File: config.mk
export PLATFORM = sky130hd
export DESIGN_NAME = riscv_sim_ctrl
export DESIGN_NICKNAME = d
export VERILOG_FILES = /design/src/rtl/riscv_sim_ctrl.sv
export SDC_FILE = /design/constraint.sdc
export NUM_CORES = 1
export LEC_CHECK = 0
export ABC_CLOCK_PERIOD_IN_PS = 3700
export BUFFER_PORTS_ARGS = -buffer_cell sky130_fd_sc_hd__buf_2
export CORE_MARGIN = 2
export CORE_UTILIZATION = 35
export DETAILED_ROUTE_END_ITERATION = 16
export PLACE_DENSITY = 0.53
export REMOVE_ABC_BUFFERS = 1
export SYNTH_ARGS = -nofsm -noshare
export SYNTH_HDL_FRONTEND = slang
export SYNTH_SLANG_ARGS = --single-unit
export TNS_END_PERCENT = 30
File: constraint.sdc
create_clock -name clk -period 3.7 [get_ports clk]
set_input_delay 0.555 -clock clk [delete_from_list [all_inputs] [get_ports clk]]
set_output_delay 0.555 -clock clk [all_outputs]
set_load 0.02 [all_outputs]
File: src/rtl/riscv_sim_ctrl.sv
// riscv_sim_ctrl: memory-mapped console/exit controller for the picorv32
// native memory bus. A 16-byte window holds TXDATA, STATUS, EXIT and CYCLES.
// Console bytes queue in a small FIFO drained over a tx_valid/tx_ready stream.
// EXIT latches a sticky done flag with a code. An optional cycle timeout
// forces done with code 8'hFF.
// Optional feature macro: SIM_CONSOLE_PRINT_EN (simulation-only console echo
// and $finish on done). Leave it undefined for synthesis.

module riscv_sim_ctrl #(
    parameter logic [31:0] BASE_ADDR      = 32'h9000_0000,
    parameter int          FIFO_DEPTH     = 16,
    parameter int unsigned TIMEOUT_CYCLES = 0
) (
    input  logic        clk,
    input  logic        rst_n,
    input  logic        mem_valid,
    input  logic [31:0] mem_addr,
    input  logic [31:0] mem_wdata,
    input  logic [3:0]  mem_wstrb,
    output logic        mem_ready,
    output logic [31:0] mem_rdata,
    output logic        tx_valid,
    output logic [7:0]  tx_data,
    input  logic        tx_ready,
    output logic        done,
    output logic [7:0]  exit_code
);

    localparam int          PTR_W        = $clog2(FIFO_DEPTH);
    localparam int          CNT_W        = PTR_W + 1;
    localparam bit          TIMEOUT_EN   = (TIMEOUT_CYCLES != 0);
    localparam logic [31:0] TIMEOUT_LAST = 32'(TIMEOUT_CYCLES - 1);

    localparam logic [1:0] REG_TXDATA = 2'd0;
    localparam logic [1:0] REG_STATUS = 2'd1;
    localparam logic [1:0] REG_EXIT   = 2'd2;
    localparam logic [1:0] REG_CYCLES = 2'd3;

    typedef enum logic {
        IDLE,
        ACK
    } state_t;

    state_t state;
    state_t state_next;

    logic             in_window;
    logic             is_write;
    logic [1:0]       reg_sel;
    logic             push_req;
    logic             accept;
    logic             push;
    logic             pop;
    logic             timeout_hit;
    logic [31:0]      rd_value;
    logic [31:0]      cycle_cnt;

    logic [7:0]       fifo_mem [FIFO_DEPTH];
    logic [PTR_W-1:0] head;
    logic [PTR_W-1:0] tail;
    logic [CNT_W-1:0] fifo_count;
    logic             fifo_full;
    logic             fifo_empty;
    logic [7:0]       fifo_level;

    // Address bits [1:0] and write data above the byte lane carry no meaning here.
    logic unused_bits;
    assign unused_bits = ^{mem_addr[1:0], mem_wdata[31:8]};

    assign in_window   = mem_valid && (mem_addr[31:4] == BASE_ADDR[31:4]);
    assign is_write    = |mem_wstrb;
    assign reg_sel     = mem_addr[3:2];
    assign push_req    = is_write && mem_wstrb[0] && (reg_sel == REG_TXDATA);

    assign fifo_full   = (fifo_count == CNT_W'(FIFO_DEPTH));
    assign fifo_empty  = (fifo_count == '0);
    assign fifo_level  = 8'(fifo_count);
    assign tx_valid    = !fifo_empty;
    assign tx_data     = fifo_empty ? 8'h00 : fifo_mem[head];

    assign push        = accept && push_req;
    assign pop         = !fifo_empty && tx_ready;
    assign timeout_hit = TIMEOUT_EN && (cycle_cnt == TIMEOUT_LAST);

    // Handshake state register.
    always_ff @(posedge clk or negedge rst_n) begin
        if (!rst_n) begin
            state <= IDLE;
        end else begin
            state <= state_next;
        end
    end

    // Accept an in-window request from IDLE unless it is a push into a full FIFO; ACK forces a gap cycle.
    always_comb begin
        state_next = state;
        accept     = 1'b0;
        case (state)
            IDLE: begin
                if (in_window && !(push_req && fifo_full)) begin
                    accept     = 1'b1;
                    state_next = ACK;
                end
            end
            ACK: begin
                state_next = IDLE;
            end
            default: begin
                state_next = IDLE;
            end
        endcase
    end

    // Read data mux for the register currently addressed.
    always_comb begin
        rd_value = 32'h0;
        case (reg_sel)
            REG_TXDATA: rd_value = 32'h0;
            REG_STATUS: rd_value = {16'h0, fifo_level, 6'b0, fifo_empty, fifo_full};
            REG_EXIT:   rd_value = {23'h0, done, exit_code};
            REG_CYCLES: rd_value = cycle_cnt;
            default:    rd_value = 32'h0;
        endcase
    end

    // Registered bus response: one-cycle ready pulse with read data, zero otherwise.
    always_ff @(posedge clk or negedge rst_n) begin
        if (!rst_n) begin
            mem_ready <= 1'b0;
            mem_rdata <= 32'h0;
        end else begin
            mem_ready <= accept;
            mem_rdata <= (accept && !is_write) ? rd_value : 32'h0;
        end
    end

    // FIFO storage; contents need no reset because the count gates visibility.
    always_ff @(posedge clk) begin
        if (push) begin
            fifo_mem[tail] <= mem_wdata[7:0];
        end
    end

    // FIFO pointers and occupancy; full is judged on the count at cycle start.
    always_ff @(posedge clk or negedge rst_n) begin
        if (!rst_n) begin
            head       <= '0;
            tail       <= '0;
            fifo_count <= '0;
        end else begin
            if (push) begin
                tail <= tail + PTR_W'(1);
            end
            if (pop) begin
                head <= head + PTR_W'(1);
            end
            case ({push, pop})
                2'b10:   fifo_count <= fifo_count + CNT_W'(1);
                2'b01:   fifo_count <= fifo_count - CNT_W'(1);
                default: fifo_count <= fifo_count;
            endcase
        end
    end

    // Free-running cycle counter since reset.
    always_ff @(posedge clk or negedge rst_n) begin
        if (!rst_n) begin
            cycle_cnt <= 32'h0;
        end else begin
            cycle_cnt <= cycle_cnt + 32'd1;
        end
    end

    // Sticky done flag; an EXIT write beats a timeout landing in the same cycle.
    always_ff @(posedge clk or negedge rst_n) begin
        if (!rst_n) begin
            done      <= 1'b0;
            exit_code <= 8'h00;
        end else if (!done) begin
            if (accept && is_write && (reg_sel == REG_EXIT)) begin
                done      <= 1'b1;
                exit_code <= mem_wdata[7:0];
            end else if (timeout_hit) begin
                done      <= 1'b1;
                exit_code <= 8'hFF;
            end
        end
    end

`ifdef SIM_CONSOLE_PRINT_EN
    logic done_q;
    logic finish_pending;

    // Echo popped bytes, announce done once, and finish once no transaction is in flight.
    always_ff @(posedge clk or negedge rst_n) begin
        if (!rst_n) begin
            done_q         <= 1'b0;
            finish_pending <= 1'b0;
        end else begin
            done_q <= done;
            if (pop) begin
                $write("%c", tx_data);
            end
            if (done && !done_q) begin
                $write("\n--- done (code %0d) ---\n", exit_code);
                finish_pending <= 1'b1;
            end
            if (finish_pending && (state == IDLE) && !accept) begin
                $finish;
            end
        end
    end
`endif

endmodule
==> results.yml <==
outcome:
  outcome: "completed"
timing:
  fmaxAchievable_mhz: 323
  shortest_period_the_worst_path_allows_ns: 3.10
  rsz0062_at_grt: "no"
  timing.final.hold_violations: 0
  fin_skew_ns: 0.0134
  layout_worst_path_cycle_share_pct: 83.8
  maxSlewViolCount: 0
  timing_worst_slew_pin_value_ns: 1.08
  final_sum_of_negative_setup_slack_ns: 0
  worst_slack_on_hold_paths_ns: 0.231
  max-slew-margin-rel_pct: 27.7
  layout_setup_ws_ns: 0.600
  final-setup-viol-count: 0
die:
  die_width_um: 163
  row_count: 58
  initial_core_util_pct: 35.3
  die-area_sq_mm: 0.0264
  fp.coreArea_sq_mm: 0.0249
  num_io_pins: 123
  dieHeight_um: 163
layout:
  flow.area_growth_from_synthesis_pct: 18.4
  nNetsFinal: 724
  proportion_of_layout_cells_with_a_drive_suffix_above_1_pct: 28.3
  area.sequential_sq_mm: 0.00602
  insertedDiodeCount: 0
  layout_commonest_cell: "edfxtp_1"
  final_cell_mix: "128 x edfxtp_1, 95 x buf_2, 86 x dfrtp_1"
  layout_fillers: 2260
  multi_input_comb_area_sq_mm: 0.00264
  final_core_utilization_pct: 41.8
detailed_routing:
  routedWlPerCell_um: 18.5
  drtIter0Drc: 270
  drt-total-wl_um: 18300
  drt_drc_violations_left: 0
  route.antenna.remaining_nets: 0
  detailroute.via_count: 4942
  detailedRoute.firstPassIterationCount: 4
  avgViaCountPerCell: 4.99
logic_synthesis:
  synth_seq_area_share_pct: 68.4
  syn-instance-count: 540
  ys_warn_count: 0
  synthDistinctLibCells: 39
  syn_avg_cell_area_sq_um: 16.3
  syn-cell-area_sq_mm: 0.00880
  synth_seq_cells: 215
power_and_ir_drop:
  leakage_power_total_uw: 0.00424
  post-layout-total-power_uw: 6270
  vdd.ir_drop.worst_mv: 0.464
  powerDensity_mw_per_mm2: 602
placed_design:
  gp_routability_congestion: 0.749
  pre_cts_ws_ns: 0.661
  buffer_ports.inserted: 96
  dp_wirelength_um: 12200
global_route:
  grt.met3_usage_pct: 2.95
  top_usage_layer: "met2"
  antenna_found_initial: 0
  grt_pass1_vias: 5228
  globalRouteMet1Util_pct: 19.4
  grt_util_all_layers_pct: 14.2
  groute.layer.met2.usage_pct: 23.5
  grt_pass1_wl_um: 29000
  global_route.overflow_total: 0
  grt_max_degree: 88
clock_tree:
  htree_num_levels: 1
  clock_tree.root_cell: "clkbuf_16"
  post_cts.repair.setup_buffers: 0
  cts_tree: "yes"
  clkTransAtPathRegs_ns: 0.05
  clock_insertion_delay_worst_skew_ns: 0.51
  clk_path_buf_depth: 3
  count_of_cells_resized_by_post_cts_repair: 0
  numClockSinks: 215
  count_of_hold_fix_buffers_inserted_at_cts: 0
  number_of_buffers_created_by_cts: 24
run:
  timing.max_cap.violations: 0
min_path:
  timing.hold.worst.class: "input pin to async pin"
setup_path:
  critPathKind: "flop to primary output"
  crit_path_start_kind: "flop"
  endpoint_kind: "primary output"
  worstPathRequired_ns: 3.14
  critical_path_arrival_ns: 2.55
  crit_fanout: 22
[report_power, final]
part | switching (uW) | leakage [uW] | internal, uW
logic | 667 | 0.00155 | 637
clock network | 904 | 0.000365 | 1310
registers | 160 | 0.00232 | 2600
[critical path: stages, from the launching register on]
cell     delay (ns)
dfrtp_2        0.66
buf_12         0.28
mux4_2         0.54
mux2i_1        0.17
o22ai_1        0.15
buf_2          0.21
[through the flow]
step | cell area (sq um) | instances
final | 10400 | 991
after global routing | 10400 | 991
after CTS | 10400 | 991
after detailed placement | 9670 | 947
after global placement | 9670 | 947
after floorplan | 8690 | 514
[final timing paths]
| path | slack, ns | endpoint | startpoint | depth (start not counted) |
|---|---|---|---|---|
| max | 0.60 | tx_data[7] | head[0] | 5 |
| min | 0.23 | cycle_cnt[27] | rst_n | 1 |
| max reg2reg | 0.84 | fifo_count[4] | fifo_count[0] | 11 |
| min reg2reg | 0.47 | cycle_cnt[31] | cycle_cnt[31] | 1 |
| max in group asynchronous | 2.70 | head[0] | rst_n | 1 |
| min in group clk | 0.43 | mem_rdata[10] | mem_wstrb[2] | 4 |
[cell type report]
type                       count  area share, %
inverter                       7          0.252
tap                          330           3.96
clock inverter                 6          0.444
clock buffer                  38           6.75
sequential                   215           57.8
multi-input combinational    292           25.4
timing repair buffer         103           5.38
[flip-flops by register name, indices dropped and copies added (netlist names)]
| name | count |
|---|---|
| head | 4 |
| mem_ready | 1 |
| exit_code | 8 |
| fifo_mem | 128 |
| fifo_count | 5 |
| done | 1 |
| mem_rdata | 32 |
| cycle_cnt | 32 |
| tail | 4 |
[per-layer routing]
layer,vias to the layer above,part of all wire (%)
met5,-,0
met4,0,1.4
met3,26,6.0
met2,132,48
met1,2496,45
li1,2288,-
[synth_stat cells]
| cell | instances | share of area, % |
|---|---|---|
| a21oi_1 | 4 | 0.23 |
| a21boi_0 | 2 | 0.17 |
| nand2_1 | 12 | 0.51 |
| inv_1 | 7 | 0.30 |
| nor4_1 | 8 | 0.57 |
| nor4_2 | 2 | 0.28 |
| a41o_1 | 1 | 0.11 |
| and3_1 | 42 | 3.0 |
| nor2_1 | 19 | 0.81 |
| nor4_4 | 2 | 0.48 |
| and4b_1 | 1 | 0.11 |
| o31ai_1 | 1 | 0.085 |
| xnor2_1 | 31 | 3.1 |
| nor3b_1 | 1 | 0.085 |
| o21ai_0 | 2 | 0.11 |
| mux2i_1 | 26 | 3.0 |
| nand3_1 | 19 | 1.1 |
| nor3_1 | 5 | 0.28 |
| mux2_2 | 14 | 1.8 |
| a22oi_1 | 1 | 0.085 |
| dfrtp_1 | 87 | 25 |
| mux4_2 | 32 | 8.2 |
| nor2b_1 | 5 | 0.36 |
| nand2b_1 | 1 | 0.071 |
| nor4b_1 | 1 | 0.10 |
| nand4_1 | 18 | 1.3 |
| a32oi_1 | 2 | 0.20 |
| and3b_1 | 2 | 0.20 |
| buf_2 | 6 | 0.34 |
| or4_1 | 2 | 0.17 |
| o22ai_1 | 8 | 0.57 |
| buf_1 | 4 | 0.17 |
| xor2_1 | 12 | 1.2 |
| and2_1 | 3 | 0.21 |
| ha_1 | 9 | 1.3 |
| edfxtp_1 | 128 | 44 |
| clkbuf_1 | 16 | 0.68 |
| and4_1 | 3 | 0.30 |
| a21boi_1 | 1 | 0.085 |
[cell families (layout without fill, tap and decap cells)]
logic type,count (synthesis),after routing,synth area share (%)
DFF,215,215,68.4
and+or+nand+nor,146,146,9.90
muxes,72,72,12.9
xor gates and xnor gates,43,43,4.28
buffers and inverters,33,154,1.49
AOI/OAI and AO/OA,22,22,1.65
adders and majority gates,9,9,1.28
No activity file was read; power rests on OpenSTA's default activity.
